<file path="src/rtl/branch_resolve_unit.sv">
// branch_resolve_unit: in-order branch prediction queue resolving outcomes, driving BHT updates, flush/redirect and perf counters
// Ports: i_clk/i_arst_n clock and async active-low reset; i_en pipeline advance;
//   i_fetch_* push a predicted branch; i_resolve_* resolve the oldest in-flight branch;
//   o_queue_full stall request; o_bht_* history table update; o_flush/o_redirect_pc misprediction recovery;
//   o_branch_count/o_mispredict_count saturating counters; o_protocol_err sticky resolve-on-empty flag.
module branch_resolve_unit #(
  parameter int LOWER = 5,
  parameter int PC_W  = 32,
  parameter int DEPTH = 4
) (
  input  logic             i_clk,
  input  logic             i_arst_n,
  input  logic             i_en,
  input  logic             i_fetch_valid,
  input  logic             i_fetch_is_branch,
  input  logic [PC_W-1:0]  i_fetch_pc,
  input  logic             i_fetch_prediction,
  input  logic             i_resolve_valid,
  input  logic             i_resolve_taken,
  input  logic             i_resolve_jump,
  input  logic [PC_W-1:0]  i_resolve_target,
  output logic             o_queue_full,
  output logic             o_bht_en,
  output logic [LOWER-1:0] o_bht_write_addr,
  output logic             o_bht_was_taken,
  output logic             o_bht_jumped,
  output logic             o_flush,
  output logic [PC_W-1:0]  o_redirect_pc,
  output logic [31:0]      o_branch_count,
  output logic [31:0]      o_mispredict_count,
  output logic             o_protocol_err
);
  localparam int PW = $clog2(DEPTH);
  localparam int CW = $clog2(DEPTH + 1);
  logic [PC_W-1:0] r_pc [DEPTH];
  logic [DEPTH-1:0] r_pred;
  logic [PW-1:0] r_wr_ptr, r_rd_ptr;
  logic [CW-1:0] r_count;
  logic w_pop, w_push, w_actual, w_mispredict;
  logic [PC_W-1:0] w_head_pc;
  assign o_queue_full = r_count == CW'(DEPTH);
  assign w_pop = i_en & i_resolve_valid & (r_count != '0);
  // a full queue can still accept a push when the head leaves in the same cycle
  assign w_push = i_en & i_fetch_valid & i_fetch_is_branch & (!o_queue_full | w_pop);
  assign w_head_pc = r_pc[r_rd_ptr];
  assign w_actual = i_resolve_taken | i_resolve_jump;
  assign w_mispredict = w_pop & (w_actual != r_pred[r_rd_ptr]);
  // storage needs no reset: entries are only read once counted in
  always_ff @(posedge i_clk) begin
    if (w_push) begin
      r_pc[r_wr_ptr] <= i_fetch_pc;
      r_pred[r_wr_ptr] <= i_fetch_prediction;
    end
  end
  always_ff @(posedge i_clk or negedge i_arst_n) begin
    if (!i_arst_n) begin
      r_wr_ptr <= '0;
      r_rd_ptr <= '0;
      r_count <= '0;
      o_bht_en <= 1'b0;
      o_bht_write_addr <= '0;
      o_bht_was_taken <= 1'b0;
      o_bht_jumped <= 1'b0;
      o_flush <= 1'b0;
      o_redirect_pc <= '0;
      o_branch_count <= '0;
      o_mispredict_count <= '0;
      o_protocol_err <= 1'b0;
    end else begin
      o_bht_en <= w_pop;
      o_flush <= w_mispredict;
      if (w_pop) begin
        o_bht_write_addr <= w_head_pc[LOWER-1:0];
        o_bht_was_taken <= i_resolve_taken;
        o_bht_jumped <= i_resolve_jump;
        o_redirect_pc <= w_actual ? i_resolve_target : w_head_pc + PC_W'(4);
        o_branch_count <= (&o_branch_count) ? o_branch_count : o_branch_count + 32'd1;
      end
      if (w_mispredict)
        o_mispredict_count <= (&o_mispredict_count) ? o_mispredict_count : o_mispredict_count + 32'd1;
      if (i_en & i_resolve_valid & (r_count == '0))
        o_protocol_err <= 1'b1;
      // younger entries (and a same-cycle push) are wrong-path after a mispredict
      if (w_mispredict) begin
        r_wr_ptr <= '0;
        r_rd_ptr <= '0;
        r_count <= '0;
      end else begin
        if (w_push) r_wr_ptr <= r_wr_ptr + 1'b1;
        if (w_pop) r_rd_ptr <= r_rd_ptr + 1'b1;
        r_count <= r_count + CW'(w_push) - CW'(w_pop);
      end
    end
  end
endmodule

</file>
<file path="config.mk">
export PLATFORM = sky130hd
export DESIGN_NAME = branch_resolve_unit
export DESIGN_NICKNAME = d
export VERILOG_FILES = /design/src/rtl/branch_resolve_unit.sv
export SDC_FILE = /design/constraint.sdc
export NUM_CORES = 1
export LEC_CHECK = 0
export ABC_AREA = 1
export BUFFER_PORTS_ARGS = -buffer_cell sky130_fd_sc_hd__buf_2
export CAP_MARGIN = 20
export CORE_ASPECT_RATIO = 1.2
export CORE_UTILIZATION = 60
export CTS_BUF_LIST = sky130_fd_sc_hd__clkbuf_8
export DETAILED_ROUTE_END_ITERATION = 16
export GPL_TIMING_DRIVEN = 0
export PLACE_DENSITY_LB_ADDON = 0.08
export SLEW_MARGIN = 20
export SYNTH_ARGS = -nofsm -noshare
export SYNTH_HDL_FRONTEND = slang
export SYNTH_SLANG_ARGS = --single-unit
</file>
<file path="constraint.sdc">
create_clock -name i_clk -period 3.4 [get_ports i_clk]
set_clock_uncertainty 0.1 [all_clocks]
set_input_delay 0.51 -clock i_clk [delete_from_list [all_inputs] [get_ports i_clk]]
set_output_delay 0.51 -clock i_clk [all_outputs]
set_load 0.01 [all_outputs]
</file>
==> results of run 1 <==
## metal layers
metal / vias up / wire [um] / global-route usage, %
li1: 5172 / - / -
met1: 5011 / 14300 / 43.3
met2: 460 / 15000 / 49.9
met3: 70 / 2420 / 6.37
met4: 2 / 837 / 11.3
met5: - / 13 / 0
## flip-flops by register name (all words and copies together) (netlist names)
name                flops
r_wr_ptr                2
o_bht_jumped            1
o_flush                 1
o_bht_en                1
o_bht_was_taken         1
r_count                 3
o_branch_count         32
r_pc                  128
o_bht_write_addr        5
o_protocol_err          1
o_redirect_pc          32
r_rd_ptr                2
o_mispredict_count     32
r_pred                  4
## Yosys cell counts, types with 10 or more instances
cell type	n	share of area, %
nor3_1	26	1.1
buf_2	12	0.48
nand2_2	13	0.66
nor2_2	14	0.71
inv_1	105	3.2
nand2_1	553	17
nor2_1	162	4.9
edfxtp_1	132	32
o21ai_0	31	1.3
nand3_1	113	4.6
buf_6	10	0.91
a21oi_1	26	1.1
nand4_1	20	1.0
buf_4	10	0.61
clkbuf_1	11	0.33
xnor2_1	23	1.6
dfrtp_1	113	23
xor2_1	32	2.3
## through the flow
| stage | TNS, ns | utilization, % | hold slack [ns] | setup slack (ns) | instance area [um2] |
|---|---|---|---|---|---|
| after global placement | -153.69 | 67.2 | 0.355 | -1.20 | 13600 |
| after floorplan | 0 | - | 0.114 | 0.431 | 12400 |
| after CTS | 0 | 72.1 | 0.0577 | 0.221 | 14600 |
| after global routing | 0 | 72.1 | 0.0669 | 0.110 | 14600 |
| final | 0 | 72.1 | 0.0819 | 0.388 | 14600 |
| after detailed placement | -0.0477 | 68.2 | 0.360 | -0.0477 | 13800 |
## what timing repair did
item | 4_1_cts | 5_1_grt
gates cloned | 0 | 0
endpoints found under the hold margin | 64 | 0
setup endpoints to repair | 1 | 1
gates resized for setup | 1 | 1
hold buffers | 1 | 0
## worst max-delay path, cell delays in order (launching register included)
cell and delay, ns:
dfrtp_1 0.43, nor2_1 0.12, nand2_1 0.10, nand3_2 0.21
inv_2 0.05, buf_2 0.21, o21ai_4 0.34, inv_1 0.15
nand2_1 0.08, o21ai_0 0.11, ha_1 0.23, inv_1 0.07
fa_1 0.39, or2_2 0.30, inv_1 0.07
## area by class of cell
class	count	area [um2]	share of cell area (%)
Clock buffer	45	619	4.24
Tap cell	265	332	2.27
Clock inverter	24	163	1.11
Sequential cell	245	6790	46.5
Buffer	46	312	2.13
Inverter	109	417	2.85
Antenna cell	1	2.50	0.0171
Multi-Input combinational cell	1059	4910	33.6
Timing Repair Buffer	186	1070	7.32
## cells in the final DEF, fill, tap and decap left out, drive strengths merged, types with 2 or more instances in the layout
cell and instances:
nand2 566, buf 220, nor2 180, edfxtp 132, inv 119, nand3 117
dfrtp 113, clkbuf 56, o21ai 38, xor2 32, nor3 27, a21oi 26
xnor2 23, nand4 20, clkinv 11, ha 8, nor4 4, o211ai 3
or2 2, a32o 2, a31oi 2, bufinv 2, and3 2
## cells by family (layout without fill, tap and decap cells)
logic type,after synthesis,count (layout),share of synthesized area [%]
AO/OA/AOI/OAI,74,74,3.31
adder cells (fa/ha/maj),9,9,0.970
AND/OR/NAND/NOR,921,921,31.1
other,0,1,0
XOR/XNOR,55,55,3.89
buffers and inverters,155,410,5.88
flip-flops,245,245,54.8
## worst max path at each step
| stage | start | to | slack, ns | cells past startpoint |
|---|---|---|---|---|
| 3_3_place_gp | i_en | r_pc[2][24] | -1.20 | 6 |
| 5_1_grt | r_count[1] | r_count[1] | 0.11 | 14 |
| 6_report | r_count[1] | r_count[1] | 0.39 | 14 |
| 3_5_place_dp | r_count[1] | r_count[1] | -0.05 | 14 |
| 2_1_floorplan | r_count[1] | r_pc[0][0] | 0.43 | 7 |
| 4_1_cts | r_count[1] | r_count[1] | 0.22 | 14 |
## power by group through the flow
stage / sequential (mW) / combinational [mW] / clock (mW)
after floorplan: 4.01 / 2.39 / 0
after global placement: 3.90 / 3.79 / 0
after detailed placement: 3.91 / 3.91 / 0
after CTS: 3.85 / 3.94 / 2.54
after global routing: 3.90 / 4.38 / 2.66
final: 3.86 / 3.97 / 2.51
==> impl_metrics.toml, run 1 <==
[yosys]
synthesis.nets = 1541
synth_ff_type = "edfxtp_1"
ys_warn_count = 0
synth.distinct_cells = 42
ys_seq_area_share_pct = 54.8
synth_edf_count = 132
synth_seq_cells = 245
netlist_area_um2 = 12400
synth_area_per_cell_um2 = 8.49
async_reset_ff_share_pct = 46.1
netlist_instances = 1459

[min_path]
worstHoldEndpoint = "r_pc[2][14]"
hold_path_class = "in2reg"
hp-start = "i_fetch_pc[14]"
hold_depth = 1

[power]
p_int_mw = 6.24
seqPwrFrac_pct = 37.3
power_density_nw_per_um2 = 707
swShare_pct = 39.6
p_switching_mw = 4.10
p_leak_nw = 6.85
combPwrFrac_pct = 38.4
power_mw = 10.3
vdd_drop_max_uv = 518
clockPowerShare_pct = 24.3

[clock_network]
clock_path_buffers = 3
path_clk_slew_ns = 0.06
cts_made_buffers = 38
h-tree-depth = 2
cts_tree = "done"
cts_setup_buffers = 0
root_buffer = "clkbuf_8"
cts_num_sinks = 245
insertion_delay_ns = 0.54

[grt]
grt_util_all_layers_pct = 31.5
antenna_found_initial = 2
grt-ovfl-total = 0
grt_max_degree = 66
grt_pass1_wl_um = 51900
grt_pass1_vias = 9999

[worst_setup_path]
r2r_cells = 14
reg2reg_setup_slack_ns = 0.39
worst-path-max-fanout = 10
required_ns = 3.78
regToRegStartpoint = "r_count[1]"
arrival_ns = 3.39
rr_endpoint = "r_count[1]"
critPathKind = "reg2reg"
end_kind = "flip-flop"
crit_path_start_kind = "flip-flop"

[final_layout]
fin_cells = 1980
layout-drive-gt1-share_pct = 18.9
area_growth_pct = 18.0
final_net_count = 1767
fill_cells = 1636

[timing]
timing.fmax_ghz = 0.332
layout_min_cycle_time_ns = 3.01
slew_viol_final = 0
setup_viol = 0
max_slew.worst_pin.slew_ns = 0.749
rsz0062_at_grt = "false"
relSlewSlack_pct = 50.0
period_share_pct = 88.6
final-hold-violation-count = 0

[drt]
vias = 10700
post_drt_wl_per_cell_um = 16.5
ant_nets = 0
viasPerCell = 5.41
drtPass1Iterations = 7
drt_drc_violations_left = 0
drtIter0Drc = 715
routed_wl_um = 32600

[place]
place_inst = 1909
dp_hpwl_um = 24100
io_buffers = 179
gp_congestion = 0.960

[flow_run]
cap_violations = 0

[floorplan]
fp.dieW_um = 133
rows = 57
io_pins = 180
core_area_um2 = 20300
die_y_um = 159
die_area_um2 = 21200
start_util_pct = 61.1

[run_status]
status = "completed"
(Power assumes the default switching activity.)
==> inputs of run 2 (changes only) <==
--- a/config.mk
+++ b/config.mk
@@ -9,7 +9,7 @@
 export BUFFER_PORTS_ARGS = -buffer_cell sky130_fd_sc_hd__buf_2
 export CAP_MARGIN = 20
 export CORE_ASPECT_RATIO = 1.2
-export CORE_UTILIZATION = 60
+export CORE_UTILIZATION = 42
 export CTS_BUF_LIST = sky130_fd_sc_hd__clkbuf_8
 export DETAILED_ROUTE_END_ITERATION = 16
 export GPL_TIMING_DRIVEN = 0
==> impl_metrics.toml, run 2 (same netlist as run 1, synthesis figures left out) <==
[run_status]
status = "completed"

[clock_network]
h-tree-depth = 2
cts_num_sinks = 245
insertion_delay_ns = 0.55
path_clk_slew_ns = 0.06
cts_made_buffers = 42
cts_tree = "done"
clock_path_buffers = 3
root_buffer = "clkbuf_8"

[power]
power_density_nw_per_um2 = 693
p_leak_nw = 6.84
power_mw = 10.2
vdd_drop_max_uv = 343

[floorplan]
core_area_um2 = 28800
die_y_um = 190
start_util_pct = 42.9
die_area_um2 = 30200
io_pins = 180
fp.dieW_um = 159
rows = 68

[place]
dp_hpwl_um = 26600
gp_congestion = 0.886
io_buffers = 179
dp_worst_setup_slack_ns = -0.0229

[grt]
grt-ovfl-total = 0
grt_pass1_vias = 10000
grt_max_degree = 78
grt_util_all_layers_pct = 23.7
grt_pass1_wl_um = 55400
antenna_found_initial = 0

[worst_setup_path]
r2r_cells = 14
end_kind = "flip-flop"
arrival_ns = 3.49
required_ns = 3.78
critPathKind = "reg2reg"
crit_path_start_kind = "flip-flop"
worst-path-max-fanout = 10

[drt]
drt_drc_violations_left = 0
drtIter0Drc = 558
post_drt_wl_per_cell_um = 16.8
ant_nets = 0
viasPerCell = 4.93
vias = 10300
drtPass1Iterations = 5
routed_wl_um = 35400

[final_layout]
final_common_cell = "nand2_1"
final_net_count = 1772
fill_cells = 2800
layout-drive-gt1-share_pct = 18.6
regMostFlops = "r_pc"
mostFrequentLayoutCells = "nand2_1, buf_2, nor2_1"
largest_reg_flops = 128
antenna_cells = 0
area_growth_pct = 19.0

[timing]
setup_viol = 0
slew_viol_final = 0
layout_min_cycle_time_ns = 3.11
period_share_pct = 91.5
max_slew.worst_pin.slew_ns = 0.767
timing.fmax_ghz = 0.321
relSlewSlack_pct = 48.7
final-hold-violation-count = 0
worst_slack_ns = 0.288
rsz0062_at_grt = "false"

[min_path]
hold_path_class = "in2reg"
hold_depth = 3

[flow_run]
cap_violations = 0
-- run 2: area by class of cell --
type                            instances  area [um2]  share of cell area (%)
Multi-Input combinational cell       1059        4900                    33.3
Clock buffer                           46         633                    4.30
Tap cell                              385         482                    3.27
Sequential cell                       245        6790                    46.1
Timing Repair Buffer                  187        1100                    7.45
Clock inverter                         24         101                   0.688
Buffer                                 46         312                    2.11
Inverter                              109         417                    2.83
-- run 2: routing by layer --
layer	track usage [%]	wire [um]
met1	29.5	15300
met2	41.9	17500
met3	3.92	1730
met4	7.24	904
met5	0	0
-- run 2: worst max-delay path, cell delays in order (launching register included) --
cell     delay [ns]
dfrtp_1        0.44
nor2_1         0.11
nand2_1        0.11
nand3_2        0.20
inv_2          0.05
buf_2          0.21
o21ai_2        0.46
inv_1          0.18
nand2_1        0.09
o21ai_0        0.09
ha_1           0.21
inv_1          0.07
fa_1           0.40
or2_2          0.29
inv_1          0.05
-- run 2: through the flow --
| step | util, % | area, um2 | cells | hold slack [ns] | setup TNS [ns] |
|---|---|---|---|---|---|
| after floorplan | - | 12400 | 1459 | 0.114 | 0 |
| after global placement | 47.7 | 13800 | 2023 | 0.354 | -187.03 |
| after detailed placement | 48.5 | 14000 | 2030 | 0.340 | -0.0229 |
| after CTS | 51.1 | 14700 | 2101 | 0.0474 | 0 |
| after global routing | 51.1 | 14700 | 2101 | 0.0620 | 0 |
| final | 51.1 | 14700 | 2101 | 0.0720 | 0 |
-- run 2: report_power, final --
part	internal [mW]	switching [mW]
Sequential	3.57	0.275
Combinational	1.30	2.68
Clock	1.23	1.15
Total	6.10	4.10
-- run 2: final timing paths --
check                                        endpoint       startpoint  slack, ns
worst max-delay path                       r_count[1]       r_count[1]       0.29
worst min-delay path                  o_bht_was_taken  i_resolve_taken       0.07
worst max register to register             r_count[1]       r_count[1]       0.29
worst min register to register         o_protocol_err   o_protocol_err       0.37
max in group asynchronous       o_mispredict_count[6]         i_arst_n       2.15
min in group asynchronous           o_branch_count[1]         i_arst_n       0.33
-- run 2: timing repair --
| item | CTS | global route |
|---|---|---|
| resized for setup | 1 | 0 |
| buffers inserted | 0 | 0 |
| setup endpoints to repair | 1 | 0 |
| hold endpoints to repair | 36 | 0 |
| hold buffers | 1 | 0 |
==> inputs of run 3 (changes only) <==
--- a/config.mk
+++ b/config.mk
@@ -9,7 +9,7 @@
 export BUFFER_PORTS_ARGS = -buffer_cell sky130_fd_sc_hd__buf_2
 export CAP_MARGIN = 20
 export CORE_ASPECT_RATIO = 1.2
-export CORE_UTILIZATION = 42
+export CORE_UTILIZATION = 45
 export CTS_BUF_LIST = sky130_fd_sc_hd__clkbuf_8
 export DETAILED_ROUTE_END_ITERATION = 16
 export GPL_TIMING_DRIVEN = 0
==> impl_metrics.toml, run 3 (same netlist as run 1, synthesis figures left out) <==
[power]
seqPwrFrac_pct = 36.9
vdd_drop_max_uv = 410
combPwrFrac_pct = 38.2
p_leak_nw = 6.86
p_switching_mw = 4.10
power_density_nw_per_um2 = 709
clockPowerShare_pct = 24.9
power_mw = 10.4
p_int_mw = 6.32
swShare_pct = 39.3

[worst_setup_path]
arrival_ns = 3.52
crit_path_start_kind = "flip-flop"
reg2reg_setup_slack_ns = 0.27
required_ns = 3.79
end_kind = "flip-flop"
worst-path-max-fanout = 10
r2r_cells = 14
critPathKind = "reg2reg"

[timing]
period_share_pct = 92.1
layout_min_cycle_time_ns = 3.13
setup_viol = 0
final-hold-violation-count = 0
rsz0062_at_grt = "false"
setup-tns-final_ns = 0
timing.fmax_ghz = 0.319
slew_viol_final = 0
worst_slack_ns = 0.267
relSlewSlack_pct = 51.0
max_slew.worst_pin.slew_ns = 0.732

[drt]
ant_nets = 0
drtPass1Iterations = 11
viasPerCell = 5.09
post_drt_wl_per_cell_um = 16.9
vias = 10500
drtIter0Drc = 614
routed_wl_um = 34800
drt_drc_violations_left = 1

[final_layout]
final_common_cell = "nand2_1"
final_util_pct = 54.3
largest_reg_flops = 128
fin_cells = 2055
regMostFlops = "r_pc"
final_net_count = 1770
layout-drive-gt1-share_pct = 18.7
area_growth_pct = 18.7
mostFrequentLayoutCells = "nand2_1, buf_2, nor2_1"
antenna_cells = 0

[grt]
grt-ovfl-total = 0
grt_util_all_layers_pct = 24.9
grt_pass1_wl_um = 53800
antenna_found_initial = 0
grt_pass1_vias = 10100
grt_max_degree = 73

[floorplan]
rows = 66
die_y_um = 184
fp.dieW_um = 153
core_area_um2 = 27100
die_area_um2 = 28200
io_pins = 180
start_util_pct = 45.7

[min_path]
hold_depth = 1
hold_path_class = "in2reg"

[clock_network]
h-tree-depth = 2
root_buffer = "clkbuf_8"
clock_path_buffers = 3
cts_made_buffers = 42
path_clk_slew_ns = 0.06
cts_tree = "done"
insertion_delay_ns = 0.55
cts_num_sinks = 245

[flow_run]
cap_violations = 0

[place]
place_inst = 1983
dp_worst_setup_slack_ns = 0.00256
dp_hpwl_um = 25900
io_buffers = 179
gp_congestion = 0.911

[run_status]
status = "complete, but fails checks"
violations = "design-rule violations"
run 3: cell count changes in the layout (fill, tap and decap cells not counted):
cell,before,now
clkinvlp_4,1,0
clkinv_1,7,5
inv_1,118,117
bufinv_16,0,2
buf_16,6,3
buf_12,1,2
clkbuf_8,46,49
run 3: layout make-up:
type	count	area [um2]
fillers	2572	12400
clock inverters	22	143
plain buffers	46	312
clock buffers	49	674
flip-flops and latches	245	6790
repair buffers	185	1030
multi-input cells	1059	4900
inverters	109	417
well taps	340	425
run 3: worst max-delay path: stages, from the launching register on:
cell and delay [ns]:
dfrtp_1 0.43, nor2_1 0.11, nand2_1 0.10, nand3_2 0.20, inv_2 0.05, buf_2 0.20, o21ai_2 0.47, inv_1 0.19
nand2_1 0.10, o21ai_0 0.09, ha_1 0.20, inv_1 0.07, fa_1 0.39, or2_2 0.30, inv_1 0.05
run 3: power by group through the flow:
stage	sequential, mW	clock (mW)	combinational (mW)
finish	3.85	2.59	3.98
global route	3.89	2.79	4.41
CTS	3.85	2.66	3.98
detailed placement	3.90	0	3.95
global placement	3.90	0	3.87
floorplan	4.01	0	2.39
run 3: metal layers:
layer	track usage, %	share of wire [%]	vias to the layer above
li1	-	-	5169
met1	30.9	43	4920
met2	42.8	49	295
met3	3.94	4.4	83
met4	11.4	3.9	0
met5	0	0	-
run 3: worst paths after layout:
| path | to | startpoint |
|---|---|---|
| max | r_count[1] | r_count[1] |
| min | r_pc[1][1] | i_fetch_pc[1] |
| max reg2reg | r_count[1] | r_count[1] |
| min reg2reg | o_redirect_pc[22] | o_redirect_pc[22] |
| max in group asynchronous | o_redirect_pc[23] | i_arst_n |
| min in group asynchronous | o_branch_count[14] | i_arst_n |
run 3: metrics by stage:
stage	hold slack, ns	instance area, um2
after global placement	0.357	13700
final	0.0753	14700
after detailed placement	0.361	13900
after CTS	0.0427	14700
after floorplan	0.114	12400
after global routing	0.0614	14700
run 3: timing repair:
item	CTS	global route
hold endpoints to repair	41	0
hold buffers	1	0
setup endpoints to repair	1	0
buffers inserted	0	0
gates resized for setup	1	0
